<file path="config.mk">
export PLATFORM = sky130hd
export DESIGN_NAME = rsa_decrypt_core_flat
export DESIGN_NICKNAME = d
export VERILOG_FILES = /design/src/rtl/rsa_pkg.sv /design/src/rtl/rsa_decrypt_core_if.sv /design/src/rtl/rsa_modmul.sv /design/src/rtl/rsa_decrypt_core.sv /design/src/flat_wrapper.sv
export SDC_FILE = /design/constraint.sdc
export NUM_CORES = 1
export LEC_CHECK = 0
export ABC_AREA = 0
export CAP_MARGIN = 20
export CORE_MARGIN = 3
export CORE_UTILIZATION = 45
export CTS_BUF_LIST = sky130_fd_sc_hd__clkbuf_8
export CTS_CLUSTER_DIAMETER = 30
export DETAILED_ROUTE_END_ITERATION = 10
export DONT_BUFFER_PORTS = 1
export GPL_ROUTABILITY_DRIVEN = 0
export PLACE_DENSITY_LB_ADDON = 0.15
export SETUP_SLACK_MARGIN = 0.2
export SLEW_MARGIN = 20
export SYNTH_ARGS = -nofsm -noshare
export SYNTH_HDL_FRONTEND = slang
export SYNTH_SLANG_ARGS = --single-unit
</file>
<file path="constraint.sdc">
create_clock -name clk -period 10.6 [get_ports clk]
set_clock_uncertainty 0.15 [all_clocks]
set_input_delay 2.12 -clock clk [delete_from_list [all_inputs] [get_ports clk]]
set_output_delay 2.12 -clock clk [all_outputs]
set_load 0.01 [all_outputs]
</file>
<file path="src/rtl/rsa_pkg.sv">
// Shared widths, FSM state type and the modular-multiply step for the RSA decrypt core.
// The optional modulus guard is enabled with RSA_MODULUS_CHECK_EN (see rsa_decrypt_core).
package rsa_pkg;

    localparam int WORD_W        = 32;
    localparam int ACC_W         = 34;
    localparam int MODMUL_CYCLES = 32;
    localparam int CNT_W         = $clog2(MODMUL_CYCLES);
    localparam int IDX_W         = $clog2(WORD_W);

    typedef enum logic [2:0] {
        IDLE,
        REDUCE,
        SQUARE,
        MULT,
        DONE
    } state_e;

    // One interleaved shift-add step; with acc < n and a < n the sum stays below 3n,
    // so two conditional subtractions are enough to bring it back under n.
    function automatic logic [ACC_W-1:0] modmulStep(
        input logic [ACC_W-1:0]  acc,
        input logic              bitSel,
        input logic [WORD_W-1:0] a,
        input logic [WORD_W-1:0] n
    );
        logic [ACC_W-1:0] t;
        logic [ACC_W-1:0] nExt;
        nExt = {{(ACC_W-WORD_W){1'b0}}, n};
        t    = (acc << 1) + (bitSel ? {{(ACC_W-WORD_W){1'b0}}, a} : {ACC_W{1'b0}});
        if (t >= nExt) t = t - nExt;
        if (t >= nExt) t = t - nExt;
        return t;
    endfunction

endpackage

</file>
<file path="src/rtl/rsa_decrypt_core_if.sv">
// Job and result handshake bundle for rsa_decrypt_core.
interface rsa_decrypt_core_if;
    import rsa_pkg::*;

    logic              in_valid;
    logic              in_ready;
    logic [WORD_W-1:0] n;
    logic [WORD_W-1:0] d;
    logic [WORD_W-1:0] c;
    logic              out_valid;
    logic              out_ready;
    logic [WORD_W-1:0] m;
    logic              busy;
    logic              err;

    modport master (
        output in_valid, n, d, c, out_ready,
        input  in_ready, out_valid, m, busy, err
    );

    modport slave (
        input  in_valid, n, d, c, out_ready,
        output in_ready, out_valid, m, busy, err
    );

endinterface

</file>
<file path="src/rtl/rsa_modmul.sv">
// Serial modular multiplier: res = a*b mod n, one b bit per cycle MSB first, 32 cycles per job.
// The start cycle already consumes b[31]; done pulses for one cycle once res is final.
module rsa_modmul
    import rsa_pkg::*;
(
    input  logic              clk,
    input  logic              rst,
    input  logic              start_i,
    input  logic [WORD_W-1:0] a_i,
    input  logic [WORD_W-1:0] b_i,
    input  logic [WORD_W-1:0] n_i,
    output logic              done_o,
    output logic [WORD_W-1:0] res_o
);

    localparam logic [CNT_W-1:0] LAST_CNT = CNT_W'(MODMUL_CYCLES - 1);

    logic [ACC_W-1:0]  acc_q,  acc_d;
    logic [WORD_W-1:0] a_q,    a_d;
    logic [WORD_W-1:0] b_q,    b_d;
    logic [WORD_W-1:0] n_q,    n_d;
    logic [CNT_W-1:0]  cnt_q,  cnt_d;
    logic              run_q,  run_d;

    always_comb begin
        acc_d = acc_q;
        a_d   = a_q;
        b_d   = b_q;
        n_d   = n_q;
        cnt_d = cnt_q;
        run_d = run_q;
        if (start_i) begin
            acc_d = modmulStep('0, b_i[WORD_W-1], a_i, n_i);
            a_d   = a_i;
            b_d   = {b_i[WORD_W-2:0], 1'b0};
            n_d   = n_i;
            cnt_d = LAST_CNT;
            run_d = 1'b1;
        end else if (run_q) begin
            if (cnt_q != '0) begin
                acc_d = modmulStep(acc_q, b_q[WORD_W-1], a_q, n_q);
                b_d   = {b_q[WORD_W-2:0], 1'b0};
                cnt_d = cnt_q - 1'b1;
            end else begin
                run_d = 1'b0;
            end
        end
    end

    always_ff @(posedge clk) begin
        if (rst) begin
            acc_q <= '0;
            a_q   <= '0;
            b_q   <= '0;
            n_q   <= '0;
            cnt_q <= '0;
            run_q <= 1'b0;
        end else begin
            acc_q <= acc_d;
            a_q   <= a_d;
            b_q   <= b_d;
            n_q   <= n_d;
            cnt_q <= cnt_d;
            run_q <= run_d;
        end
    end

    assign done_o = run_q && (cnt_q == '0);
    assign res_o  = acc_q[WORD_W-1:0];

endmodule

</file>
<file path="src/rtl/rsa_decrypt_core.sv">
// RSA decryption m = c^d mod n by MSB-first square-and-multiply over a shared serial modmul.
// Define RSA_MODULUS_CHECK_EN to reject n<2 immediately with err=1 and m=0.
module rsa_decrypt_core
    import rsa_pkg::*;
(
    input  logic              clk,
    input  logic              rst,
    rsa_decrypt_core_if.slave bus
);

    state_e            state_q;
    logic [WORD_W-1:0] n_q;
    logic [WORD_W-1:0] d_q;
    logic [WORD_W-1:0] c_q;
    logic [WORD_W-1:0] cr_q;
    logic [WORD_W-1:0] m_q;
    logic [IDX_W-1:0]  idx_q;
    logic              launch_q;
    logic              inReady_q;
    logic              outValid_q;
    logic              busy_q;
    logic              err_q;

    logic              mmStart;
    logic              mmDone;
    logic [WORD_W-1:0] mmA;
    logic [WORD_W-1:0] mmB;
    logic [WORD_W-1:0] mmRes;
    logic              guardHit;

`ifdef RSA_MODULUS_CHECK_EN
    assign guardHit = launch_q && (n_q < WORD_W'(2));
`else
    assign guardHit = 1'b0;
`endif

    // Each new product is launched on the same edge the previous one completes, so every
    // modmul costs exactly 32 edges; the result feeds the next operands combinationally.
    always_comb begin
        mmStart = 1'b0;
        mmA     = '0;
        mmB     = '0;
        case (state_q)
            REDUCE: begin
                if (launch_q && !guardHit) begin
                    mmStart = 1'b1;
                    mmA     = WORD_W'(1);
                    mmB     = c_q;
                end else if (mmDone) begin
                    mmStart = 1'b1;
                    mmA     = WORD_W'(1);
                    mmB     = WORD_W'(1);
                end
            end
            SQUARE: begin
                if (mmDone) begin
                    if (d_q[idx_q]) begin
                        mmStart = 1'b1;
                        mmA     = mmRes;
                        mmB     = cr_q;
                    end else if (idx_q != '0) begin
                        mmStart = 1'b1;
                        mmA     = mmRes;
                        mmB     = mmRes;
                    end
                end
            end
            MULT: begin
                if (mmDone && (idx_q != '0)) begin
                    mmStart = 1'b1;
                    mmA     = mmRes;
                    mmB     = mmRes;
                end
            end
            default: ;
        endcase
    end

    rsa_modmul u_modmul (
        .clk     (clk),
        .rst     (rst),
        .start_i (mmStart),
        .a_i     (mmA),
        .b_i     (mmB),
        .n_i     (n_q),
        .done_o  (mmDone),
        .res_o   (mmRes)
    );

    always_ff @(posedge clk) begin
        if (rst) begin
            state_q    <= IDLE;
            n_q        <= '0;
            d_q        <= '0;
            c_q        <= '0;
            cr_q       <= '0;
            m_q        <= '0;
            idx_q      <= '0;
            launch_q   <= 1'b0;
            inReady_q  <= 1'b1;
            outValid_q <= 1'b0;
            busy_q     <= 1'b0;
            err_q      <= 1'b0;
        end else begin
            case (state_q)
                IDLE: begin
                    if (bus.in_valid && inReady_q) begin
                        n_q       <= bus.n;
                        d_q       <= bus.d;
                        c_q       <= bus.c;
                        idx_q     <= '1;
                        launch_q  <= 1'b1;
                        inReady_q <= 1'b0;
                        busy_q    <= 1'b1;
                        state_q   <= REDUCE;
                    end
                end
                REDUCE: begin
                    launch_q <= 1'b0;
                    if (guardHit) begin
                        m_q        <= '0;
                        err_q      <= 1'b1;
                        outValid_q <= 1'b1;
                        state_q    <= DONE;
                    end else if (mmDone) begin
                        cr_q    <= mmRes;
                        state_q <= SQUARE;
                    end
                end
                SQUARE: begin
                    if (mmDone) begin
                        if (d_q[idx_q]) begin
                            state_q <= MULT;
                        end else if (idx_q == '0) begin
                            m_q        <= mmRes;
                            outValid_q <= 1'b1;
                            state_q    <= DONE;
                        end else begin
                            idx_q <= idx_q - 1'b1;
                        end
                    end
                end
                MULT: begin
                    if (mmDone) begin
                        if (idx_q == '0) begin
                            m_q        <= mmRes;
                            outValid_q <= 1'b1;
                            state_q    <= DONE;
                        end else begin
                            idx_q   <= idx_q - 1'b1;
                            state_q <= SQUARE;
                        end
                    end
                end
                DONE: begin
                    if (bus.out_ready) begin
                        outValid_q <= 1'b0;
                        err_q      <= 1'b0;
                        busy_q     <= 1'b0;
                        inReady_q  <= 1'b1;
                        state_q    <= IDLE;
                    end
                end
                default: state_q <= IDLE;
            endcase
        end
    end

    assign bus.in_ready  = inReady_q;
    assign bus.out_valid = outValid_q;
    assign bus.m         = m_q;
    assign bus.busy      = busy_q;
    assign bus.err       = err_q;

endmodule

</file>
<file path="src/flat_wrapper.sv">
// flat-port wrapper written by rule: the top's interface ports become plain ports
module rsa_decrypt_core_flat import rsa_pkg::*;
  (clk, rst, bus_in_valid, bus_n, bus_d, bus_c, bus_out_ready, bus_in_ready, bus_out_valid, bus_m, bus_busy, bus_err);
  rsa_decrypt_core_if bus_i ();
  input  logic clk;
  input  logic rst;
  input wire logic [$bits(bus_i.in_valid)-1:0] bus_in_valid;
  input wire logic [$bits(bus_i.n)-1:0] bus_n;
  input wire logic [$bits(bus_i.d)-1:0] bus_d;
  input wire logic [$bits(bus_i.c)-1:0] bus_c;
  input wire logic [$bits(bus_i.out_ready)-1:0] bus_out_ready;
  output wire logic [$bits(bus_i.in_ready)-1:0] bus_in_ready;
  output wire logic [$bits(bus_i.out_valid)-1:0] bus_out_valid;
  output wire logic [$bits(bus_i.m)-1:0] bus_m;
  output wire logic [$bits(bus_i.busy)-1:0] bus_busy;
  output wire logic [$bits(bus_i.err)-1:0] bus_err;
  assign bus_i.in_valid = bus_in_valid;
  assign bus_i.n = bus_n;
  assign bus_i.d = bus_d;
  assign bus_i.c = bus_c;
  assign bus_i.out_ready = bus_out_ready;
  assign bus_in_ready = bus_i.in_ready;
  assign bus_out_valid = bus_i.out_valid;
  assign bus_m = bus_i.m;
  assign bus_busy = bus_i.busy;
  assign bus_err = bus_i.err;
  rsa_decrypt_core u_core (.clk(clk), .rst(rst), .bus(bus_i));
endmodule
</file>
==> out/qor.yml <==
final.setup.worst_slack_ns: 1.11
placementRows: 82
layout_common_cells: "693 x nand2_1, 471 x a21oi_1, 305 x dfxtp_1"
synthCells: 3167
cts_buffers: 73
track_usage_pct: 25.4
synthTopCellsByArea: "dfxtp_1 27%, nand2_1 11%, a21oi_1 10%"
drt_iter0_markers: 2101
cp.required_ns: 10.94
die_width_um: 232
cts_buffer_depth: 3
syn_area_per_cell_um2: 7.23
rsz0062_at_grt: "no"
layout_commonest_cell: "nand2_1"
yosysTopAreaCell: "dfxtp_1"
crit_fanout: 34
cp.depth: 36
ant_nets: 0
grt_max_degree: 284
area.growth.synth_to_final_pct: 8.77
min_period_ns: 9.49
cts_hold_buf: 0
fmax_mhz: 105
core_um2: 50200
drtPass1Iterations: 6
clock-sinks: 306
layout-drive-gt1-share_pct: 8.21
synth_flop_cell: "dfxtp_1"
vias_per_cell: 5.87
synth.distinct_cells: 98
hold_class: "flop to flop"
critPathLaunchType: "flop"
cts_tree: "done"
ir_worst_vdd_v: 0.000461
final_nets: 3354
drv_cap: 0
power_density_nw_per_um2: 370
pwr-share-comb_pct: 70.2
antenna_found_initial: 1
routedWlPerCell_um: 18.4
leakage_nw: 10.0
port_buffers: 0
grt_pass1_vias: 21300
timing.hold.ws_ns: 0.299
overflow: 0
clockPowerShare_pct: 16.2
ff2ff_path_depth: 36
fin_tns_setup_ns: 0
place_area_um2: 23300
synth_area_um2: 22900
routed_wl_mm: 70.2
worst_pin_slew_ns: 1.05
arrival_ns: 9.83
status: "finished clean"
max_stage_delay_ns: 0.61
vias: 22400
root_buffer: "clkbuf_8"
hold_viol: 0
start_util_pct: 45.6
swShare_pct: 47.5
design_area_um2: 24900
yosysWarnings: 0
min_period_over_period_pct: 89.5
intPower_mw: 4.85
synth-seq-cells: 306
maxSlewHeadroom_pct: 29.8
synth_top_area_share_pct: 26.8
cp_top_family: "compound AO/OA/AOI/OAI gates"
cp.buffers_inverters: 2
maxSlewViolCount: 0
crit_path_end_kind: "flop"
place_ws_ns: 0.942
die_h_um: 232
htreeDepth: 3
slowest_stage: "dfxtp_2"
crit_top_cell: "ha_1"
io_pins: 136
setup_viol: 0
async_reset_ff_share_pct: 0
synth-edff-count: 0
clk_latency_ns: 0.64
ff2ff_setup_slack_ns: 1.11
seq_power_share_pct: 13.7
design.die.area_um2: 53600
synth_seq_area_share_pct: 26.8
worstSetupPathType: "flop to flop"
syn_nets: 3435
switchingPower_mw: 4.38
grt_pass1_wl_mm: 111
path_clk_slew_ns: 0.05
drc: 0
dp_hpwl_mm: 52.9
hold_depth: 2
metal layers:
| layer | global-route usage, % | part of all wire (%) | vias up | wire (µm) |
|---|---|---|---|---|
| met3 | 3.91 | 5.5 | 198 | 3830 |
| met4 | 13.0 | 5.3 | 0 | 3690 |
| met1 | 32.7 | 44 | 10500 | 30600 |
| met5 | 0 | 0 | - | 0 |
| met2 | 41.4 | 46 | 721 | 32100 |
| li1 | - | - | 11000 | - |
worst paths after layout:
kind | from | end
worst min-delay path | u_core.u_modmul.n_q[11] | u_core.u_modmul.n_q[11]
worst max-delay path | u_core.u_modmul.b_q[31] | u_core.u_modmul.acc_q[20]
worst min register to register | u_core.u_modmul.n_q[11] | u_core.u_modmul.n_q[11]
worst max register to register | u_core.u_modmul.b_q[31] | u_core.u_modmul.acc_q[20]
layout make-up:
type,count,area [µm²]
clock buffer,89,1220
inverter,107,402
tap,672,841
clock inverter,41,382
sequential,306,6130
antenna,1,2.50
multi-input combinational,2555,15600
timing repair buffer,43,323
fill,5038,25300
power groups by stage:
stage | combinational [mW] | clock [mW] | sequential [mW]
global route | 7.05 | 1.58 | 1.26
floorplan | 5.18 | 0 | 1.25
finish | 6.47 | 1.49 | 1.26
detailed placement | 6.30 | 0 | 1.28
CTS | 6.34 | 1.52 | 1.26
global placement | 6.21 | 0 | 1.28
what timing repair did:
action	CTS	global route
endpoints found under the setup margin	0	5
resized for setup	0	1
setup buffers	0	0
sequential cells by signal (all words and copies together) (netlist names), 31 cells and up:
register               count
u_core.u_modmul.a_q       32
u_core.u_modmul.n_q       32
u_core.d_q                32
u_core.bus.m              32
u_core.c_q                32
u_core.n_q                32
u_core.u_modmul.acc_q     33
u_core.cr_q               32
u_core.u_modmul.b_q       31
per-stage QoR:
step	power, mW	instances	utilization, %
6_report	9.22	3814	49.6
5_1_grt	9.89	3814	49.6
4_1_cts	9.12	3813	49.6
3_5_place_dp	7.58	3683	46.4
3_3_place_gp	7.49	3683	46.4
2_1_floorplan	6.42	3167	-
kinds of logic (layout without fill, tap and decap cells):
kind of cell             Yosys count  after routing  synth area share, %
AND/OR/NAND/NOR                 1181           1181                 22.9
adder cells (fa/ha/maj)          168            168                 9.34
XOR/XNOR                         134            134                 5.13
buffers and inverters            306            280                 5.38
other                              1              2               0.0164
AO/OA/AOI/OAI                   1001           1001                 27.0
multiplexers                      70             70                 3.48
flip-flops                       306            306                 26.8
worst register-to-register path, delay by kind of cell (launching register included):
family / cells / cell delay, ns
AOI/OAI and AO/OA: 14 / 3.42
xor gates and xnor gates: 1 / 0.23
DFF: 1 / 0.61
buffers and inverters: 2 / 0.15
adders and majority gates: 5 / 1.64
muxes: 1 / 0.34
and+or+nand+nor: 13 / 2.83
cell usage after synthesis (12+ instances only):
master    count
buf_2        23
a31oi_1      24
a21boi_0     12
ha_1        163
o211ai_1     17
nand2_1     695
nor2b_1      23
clkbuf_1    156
nor3_1       35
and2_1       76
dfxtp_1     306
a21o_1       65
mux2_2       29
nand2b_1     26
o31ai_1      13
o21ai_0     133
nand3_1      41
nand4_1      27
inv_1       106
o21a_1       26
o21ai_1      16
or3_1        14
a21oi_1     472
xnor2_1      86
mux2i_1      35
a22oi_1      45
o21bai_1     23
a221oi_1     32
xor2_1       48
and3_1       16
a211oi_1     21
nor2_1      171
Power figures use the tool's default switching activity.
